**src/rtl/result_register_file.sv**
```systemverilog
// result_register_file
//
// Purpose: bank of NUM_REGS result registers written by the compute pipeline
// and read by the host/readout side. One synchronous write port, one
// combinational read port, and a synchronous bulk clear that takes priority
// over writes. An asynchronous active-low reset zeroes the whole bank.
//
// Optional feature macro: RESULT_REGISTERS_BYPASS_EN
//   defined   - write-through forwarding: while a write targets the address
//               being read (and no clear is pending), out_data shows in_data
//               in the same cycle.
//   undefined - out_data always shows the stored register value.
//
// Ports:
//   clk        in   1           rising-edge clock
//   n_rst      in   1           asynchronous active-low reset
//   out_sel    in   SEL_WIDTH   read address
//   in_sel     in   SEL_WIDTH   write address
//   w_enable   in   1           write strobe, active high
//   clear_data in   1           synchronous clear of all registers, active high
//   in_data    in   DATA_WIDTH  write data
//   out_data   out  DATA_WIDTH  contents of regs[out_sel] (combinational)

module result_register_file #(
    parameter int unsigned DATA_WIDTH = 16,
    parameter int unsigned NUM_REGS   = 16,
    parameter int unsigned SEL_WIDTH  = 4
) (
    input  logic                  clk,
    input  logic                  n_rst,
    input  logic [SEL_WIDTH-1:0]  out_sel,
    input  logic [SEL_WIDTH-1:0]  in_sel,
    input  logic                  w_enable,
    input  logic                  clear_data,
    input  logic [DATA_WIDTH-1:0] in_data,
    output logic [DATA_WIDTH-1:0] out_data
);

    // Every selector value must address a real register (no range checking).
    generate
        if (NUM_REGS != (1 << SEL_WIDTH)) begin : g_bad_cfg
            $error("result_register_file: NUM_REGS must equal 2**SEL_WIDTH");
        end
    endgenerate

    logic [DATA_WIDTH-1:0] regs [NUM_REGS];

    // Register bank: reset and clear zero everything; clear beats write.
    always_ff @(posedge clk or negedge n_rst) begin
        if (!n_rst) begin
            for (int i = 0; i < int'(NUM_REGS); i++) begin
                regs[i] <= '0;
            end
        end else if (clear_data) begin
            for (int i = 0; i < int'(NUM_REGS); i++) begin
                regs[i] <= '0;
            end
        end else if (w_enable) begin
            regs[in_sel] <= in_data;
        end
    end

    // Read port, with optional same-cycle forwarding of a matching write.
`ifdef RESULT_REGISTERS_BYPASS_EN
    logic fwd_hit_c;

    always_comb begin
        fwd_hit_c = w_enable && !clear_data && (in_sel == out_sel);
        out_data  = regs[out_sel];
        if (fwd_hit_c) begin
            out_data = in_data;
        end
    end
`else
    always_comb begin
        out_data = regs[out_sel];
    end
`endif

endmodule

```
**config.mk**
```make
export PLATFORM = sky130hd
export DESIGN_NAME = result_register_file
export DESIGN_NICKNAME = d
export VERILOG_FILES = /design/src/rtl/result_register_file.sv
export SDC_FILE = /design/constraint.sdc
export NUM_CORES = 1
export LEC_CHECK = 0
export CAP_MARGIN = 0
export CORE_UTILIZATION = 29
export CTS_CLUSTER_DIAMETER = 120
export CTS_CLUSTER_SIZE = 12
export DETAILED_ROUTE_END_ITERATION = 8
export GPL_TIMING_DRIVEN = 0
export PLACE_DENSITY_LB_ADDON = 0.15
export RECOVER_POWER = 100
export SLEW_MARGIN = 20
export SYNTH_ARGS = -nofsm -noshare
export SYNTH_HDL_FRONTEND = slang
export SYNTH_SLANG_ARGS = --single-unit
```
**constraint.sdc**
```tcl
create_clock -name clk -period 3.2 [get_ports clk]
set_input_delay 0.48 -clock clk [delete_from_list [all_inputs] [get_ports clk]]
set_output_delay 0.48 -clock clk [all_outputs]
set_load 0.02 [all_outputs]
```
# Word level (Yosys, flattened, before mapping)
# Index checks and enable logic that the tools add are counted.
[word_totals]
wordCells = 31
ff_bits = 256
output_inout_bits = 16
input_bits = 28
[classes]
n_lt_le_gt_ge = 3
reduce_logical = 2
n_mux = 8
bitwise = 2
[op_table]
columns = ["operator", "count"]
rows = [
  ["two-way mux 256 bit", 2],
  ["bitwise mux 256 bit", 1],
  ["binary-select mux 16 bit (select 4 bit)", 1],
  ["demux 16 bit (select 4 bit)", 1],
  ["two-way mux 16 bit", 3],
  [">= comparator 5 bit, second input constant", 2],
  ["inverter 4 -> 5 bit", 2],
  ["< comparator 5 x 1 -> 1 bit, second input constant", 1],
  ["nonzero test 2 bit", 1],
  ["logical AND 1 bit", 1],
]

# Logic depth before layout (Yosys ltp)
[depth]
depth_word = 8
mapped_depth = 6
depth_no_buf = 3

# Worst setup path after synthesis
# No wires, ideal clock.
[synth_path]
path_type = "in2out"
from = "input port out_sel[0]"
to = "output port out_data[11]"
arrival_ns = 1.665
n_path_buf = 2
slack_ns = 1.055
cell_stages = 5
path_cell_list = "buf_6 buf_6 mux4_1 a22oi_1 nand2_1"
[synth_via]
elab_chain_len = 4
[synth_lines]
columns = ["item", "line", "rtl"]
rows = [
  ["start, declared", "31", "input logic [SEL_WIDTH-1:0] out_sel,"],
  ["inverter 4 -> 5 bit (implied by the code)", "76", "out_data = regs[out_sel];"],
  ["binary-select mux 16 bit (select 4 bit)", "76", ""],
  ["two-way mux 16 bit (implied by the code) (2 in series)", "76", ""],
  ["end, declared", "36", "output logic [DATA_WIDTH-1:0] out_data"],
]
# Every way passes these cells. The select of a mux whose other input is x is not followed.

# Worst setup path in the final report
[layout_path]
from = "register regs[250] (netlist bit)"
to = "output port out_data[10]"
[layout_via]
elab_chain_len = 3
[layout_lines]
columns = ["item", "line", "rtl"]
rows = [
  ["start, declared", "46", "logic [DATA_WIDTH-1:0] regs [NUM_REGS];"],
  ["start signal, assigned by index", "59", "regs[in_sel] <= in_data;"],
  ["binary-select mux 16 bit (select 4 bit)", "76", ""],
  ["two-way mux 16 bit (implied by the code) (2 in series)", "76", ""],
]
# Every way passes these cells. The select of a mux whose other input is x is not followed.

==> flow_summary_export.csv <==
group,metric,value,unit
run_status,status,"complete, but fails checks",
run_status,failed_checks,"capacitance limit, slew limit, setup timing",
floorplan,die_w,214,microns
cts,clk_pin_slew_worst_paths,0.07,ns
critical_path,crit_path_max_fanout,2,
critical_path,critPathRequiredTime,2.72,ns
timing,min_period,3.22,ns
floorplan,start_util,0.294,
global_routing,grt_max_degree,90,
yosys,synth_area,13000,sq um
layout,num-fill-cells,4623,
yosys,yosysTopAreaCell,"dfrtp_1",
routing,ant_nets,0,
placed_design,numPortBuffers,21,
cts,root_buffer,"clkbuf_16",
floorplan,core,44200,sq um
critical_path,worstPathCellList,"mux4_1 -> a22oi_1 -> nand2_1 -> clkdlybuf4s50_1",
yosys,syn_inst,1347,
timing,max_slew_margin,-0.436,
critical_path,cp_slowest_stage_delay,0.59,ns
power_and_ir_drop,powerDensity,463,nW/um^2
routing,wl,55.3,mm
cts,post_cts_buffers,0,
critical_path,path_delay_family,"buffers and inverters",
power_and_ir_drop,clock_power_share,0.400,
timing,rsz0062_at_grt,"yes",
critical_path,cp_slowest_cell,"clkdlybuf4s50_1",
critical_path,r2r_slack,2.40,ns
critical_path,cp_num_buf_inv,1,
power_and_ir_drop,combPwrFrac,0.113,
global_routing,overflow,0,
critical_path,crit_type,"reg -> out",
critical_path,worstPathArrival,2.74,ns
timing,finalHoldViolCount,0,
placed_design,dp_hpwl,38.1,mm
yosys,syn_nets,1375,
layout,finalInstanceArea,14700,sq um
timing,setup_violations,1,
routing,vias,11700,
placed_design,gp_congestion,0.949,
power_and_ir_drop,seq_power_share,0.486,
yosys,synth_cell_types,30,
critical_path,crit_path_start_kind,"flop",
floorplan,top_level_ports,44,
job,maxCapViolCount,2,
cts,tritoncts,"done",
critical_path,r2r-end,"regs[245]",
yosys,synth.ff_latch_count,256,
routing,drt_iter0_markers,1322,
floorplan,dieArea,45700,sq um
critical_path,cp-end-kind,"primary output",
global_routing,grtUsageTotal,0.246,
timing,timing.final.ws_setup,-0.0227,ns
yosys,synth_top_cell_area_share,0.492,
cts,cts_num_sinks,256,
global_routing,antenna_found_initial,0,
cts,cts_buffers,25,
placed_design,place_inst,1963,
power_and_ir_drop,power_switching_share,0.289,
cts,clockBufferDepth,3,
floorplan,die_height,214,microns
routing,drt_pre_antenna_iters,6,
timing,worst_pin_slew,2.15,ns
routing,drt-wirelength-per-cell,27.8,microns
layout,diodes,0,
power_and_ir_drop,p_switching,1.96,mW
global_routing,grt_first_pass_wirelength,81.0,mm
yosys,syn_area_per_cell,9.66,sq um
critical_path,crit_start,"regs[250]",
routing,drc,0,
yosys,synth-seq-area-share,0.492,
timing,post-route-period-util,1.01,
yosys,synth_warnings,0,
routing,avgViaCountPerCell,5.86,
layout,regMostFlops,"regs",
timing,finClkSkew,0,ns
yosys,synth_area_leaders,"dfrtp_1 (49%), nand3_1 (9.9%), a21oi_1 (9.8%)",
layout,largest_reg_flops,256,
cts,htree_levels,1,
layout,reg.largest.list,"regs: 256 flops",
placed_design,dpl_cell_area,14100,sq um
timing,clock.fmax,310,MHz
timing,finalMaxSlewViolations,174,
critical_path,r2r_cells,2,
critical_path,crit-reg2reg-launch,"regs[245]",
power_and_ir_drop,leakage,5.58,nW
cts,clk_latency,0.55,ns
hold_path,worstHoldPathType,"in -> async",
power_and_ir_drop,ir_worst_vdd,0.386,mV
layout,final_nets,1426,
floorplan,rows,77,
layout,final_cells,1990,
layout,layout-drive-gt1-share,0.0944,
global_routing,grt_pass1_vias,11300,
power_and_ir_drop,internal_power,4.82,mW
layout,area_growth,12.7,%
## worst register-to-register path: stages, from the launching register on
cell	delay, ns
dfrtp_1	0.44
o21ai_0	0.12
a21oi_1	0.17
## cell usage in the layout (no fill, tap or decap), types with 2 or more instances in the layout
| cell | n |
|---|---|
| a21oi_1 | 256 |
| a22oi_1 | 26 |
| a22oi_2 | 6 |
| and2_1 | 2 |
| and3b_1 | 2 |
| buf_1 | 13 |
| buf_2 | 25 |
| buf_4 | 4 |
| buf_6 | 4 |
| clkbuf_1 | 137 |
| clkbuf_16 | 25 |
| clkbuf_2 | 4 |
| clkbuf_4 | 3 |
| clkdlybuf4s50_1 | 15 |
| dfrtp_1 | 256 |
| dlygate4sd2_1 | 4 |
| dlygate4sd3_1 | 2 |
| inv_6 | 2 |
| mux4_1 | 10 |
| mux4_2 | 51 |
| mux4_4 | 3 |
| nand2_1 | 17 |
| nand2b_1 | 2 |
| nand3_1 | 257 |
| nand3b_1 | 2 |
| nor2_2 | 2 |
| nor2b_1 | 4 |
| o21ai_0 | 256 |
## power groups by stage
stage / sequential, mW / clock (mW) / combinational, mW
after global placement: 3.36 / 0 / 0.758
after detailed placement: 3.36 / 0 / 0.771
final: 3.30 / 2.72 / 0.767
after CTS: 3.30 / 2.75 / 0.776
after floorplan: 3.35 / 0 / 0.392
after global routing: 3.30 / 2.87 / 0.821
## kinds of logic (layout without fill, tap and decap cells)
| kind of cell | after synthesis | after routing | synth area share |
|---|---|---|---|
| buf+inv | 191 | 242 | 0.0650 |
| flops | 256 | 256 | 0.492 |
| simple gates | 292 | 292 | 0.113 |
| mux | 64 | 64 | 0.114 |
| compound gates | 544 | 544 | 0.215 |
## what timing repair did
item,4_1_cts,5_1_grt
hold endpoints to repair,15,0
resized for setup,16,7
setup endpoints to repair,13,8
pin swaps,0,0
gates cloned,0,0
hold buffers,1,0
## how the worst max path moves through the flow
stage	end	slack (ns)	cells past startpoint
6_report	out_data[10]	-0.02	4
3_5_place_dp	out_data[5]	-0.33	6
3_3_place_gp	regs[116]	-10.53	1
4_1_cts	out_data[1]	-0.1	7
2_1_floorplan	out_data[11]	1.06	5
5_1_grt	out_data[14]	-0.02	6
## Yosys cell counts
| cell | count |
|---|---|
| a21oi_1 | 256 |
| a22oi_1 | 32 |
| and2_1 | 2 |
| and3_1 | 1 |
| and3b_1 | 2 |
| buf_1 | 20 |
| buf_2 | 33 |
| buf_4 | 5 |
| buf_6 | 4 |
| clkbuf_1 | 122 |
| clkbuf_2 | 1 |
| clkbuf_4 | 1 |
| clkbuf_8 | 1 |
| dfrtp_1 | 256 |
| dlygate4sd1_1 | 3 |
| dlymetal6s2s_1 | 1 |
| mux4_1 | 10 |
| mux4_2 | 51 |
| mux4_4 | 3 |
| nand2_1 | 17 |
| nand2b_1 | 2 |
| nand3_1 | 257 |
| nand3b_1 | 2 |
| nor2_1 | 1 |
| nor2_2 | 1 |
| nor2b_1 | 4 |
| nor3b_1 | 1 |
| o21ai_0 | 256 |
| or2_1 | 1 |
| or3b_1 | 1 |
## stage by stage
step | total power, mW | utilization | hold WS, ns | TNS, ns | setup WS (ns)
2_1_floorplan | 3.74 | - | 0.184 | 0 | 1.06
3_3_place_gp | 4.12 | 0.316 | 0.524 | -2692.53 | -10.53
3_5_place_dp | 4.13 | 0.318 | 0.275 | -2.63 | -0.329
4_1_cts | 6.82 | 0.333 | 0.273 | -0.186 | -0.0962
5_1_grt | 6.99 | 0.331 | 0.299 | -0.0346 | -0.0183
6_report | 6.78 | 0.331 | 0.271 | -0.0227 | -0.0227
## area by class of cell
cell class              instances  area (sq um)  share of cell area
flip-flops and latches        256          6410               0.437
multi-input cells             900          5790               0.395
plain buffers                 190           830              0.0566
well taps                     592           741              0.0505
clock buffers                  25           626              0.0427
repair buffers                 25           246              0.0168
clock inverters                 2          17.5             0.00119
## layer usage
metal  wire length, microns  up-vias  track usage  share of wire
met3                   3790       72       0.0356          0.068
met1                  23800     6077        0.343           0.43
met2                  26200      468        0.397           0.47
met5                      0        -            0              0
met4                   1520        0       0.0685          0.027
li1                       -     5041            -              -
Power figures use the tool's default switching activity.
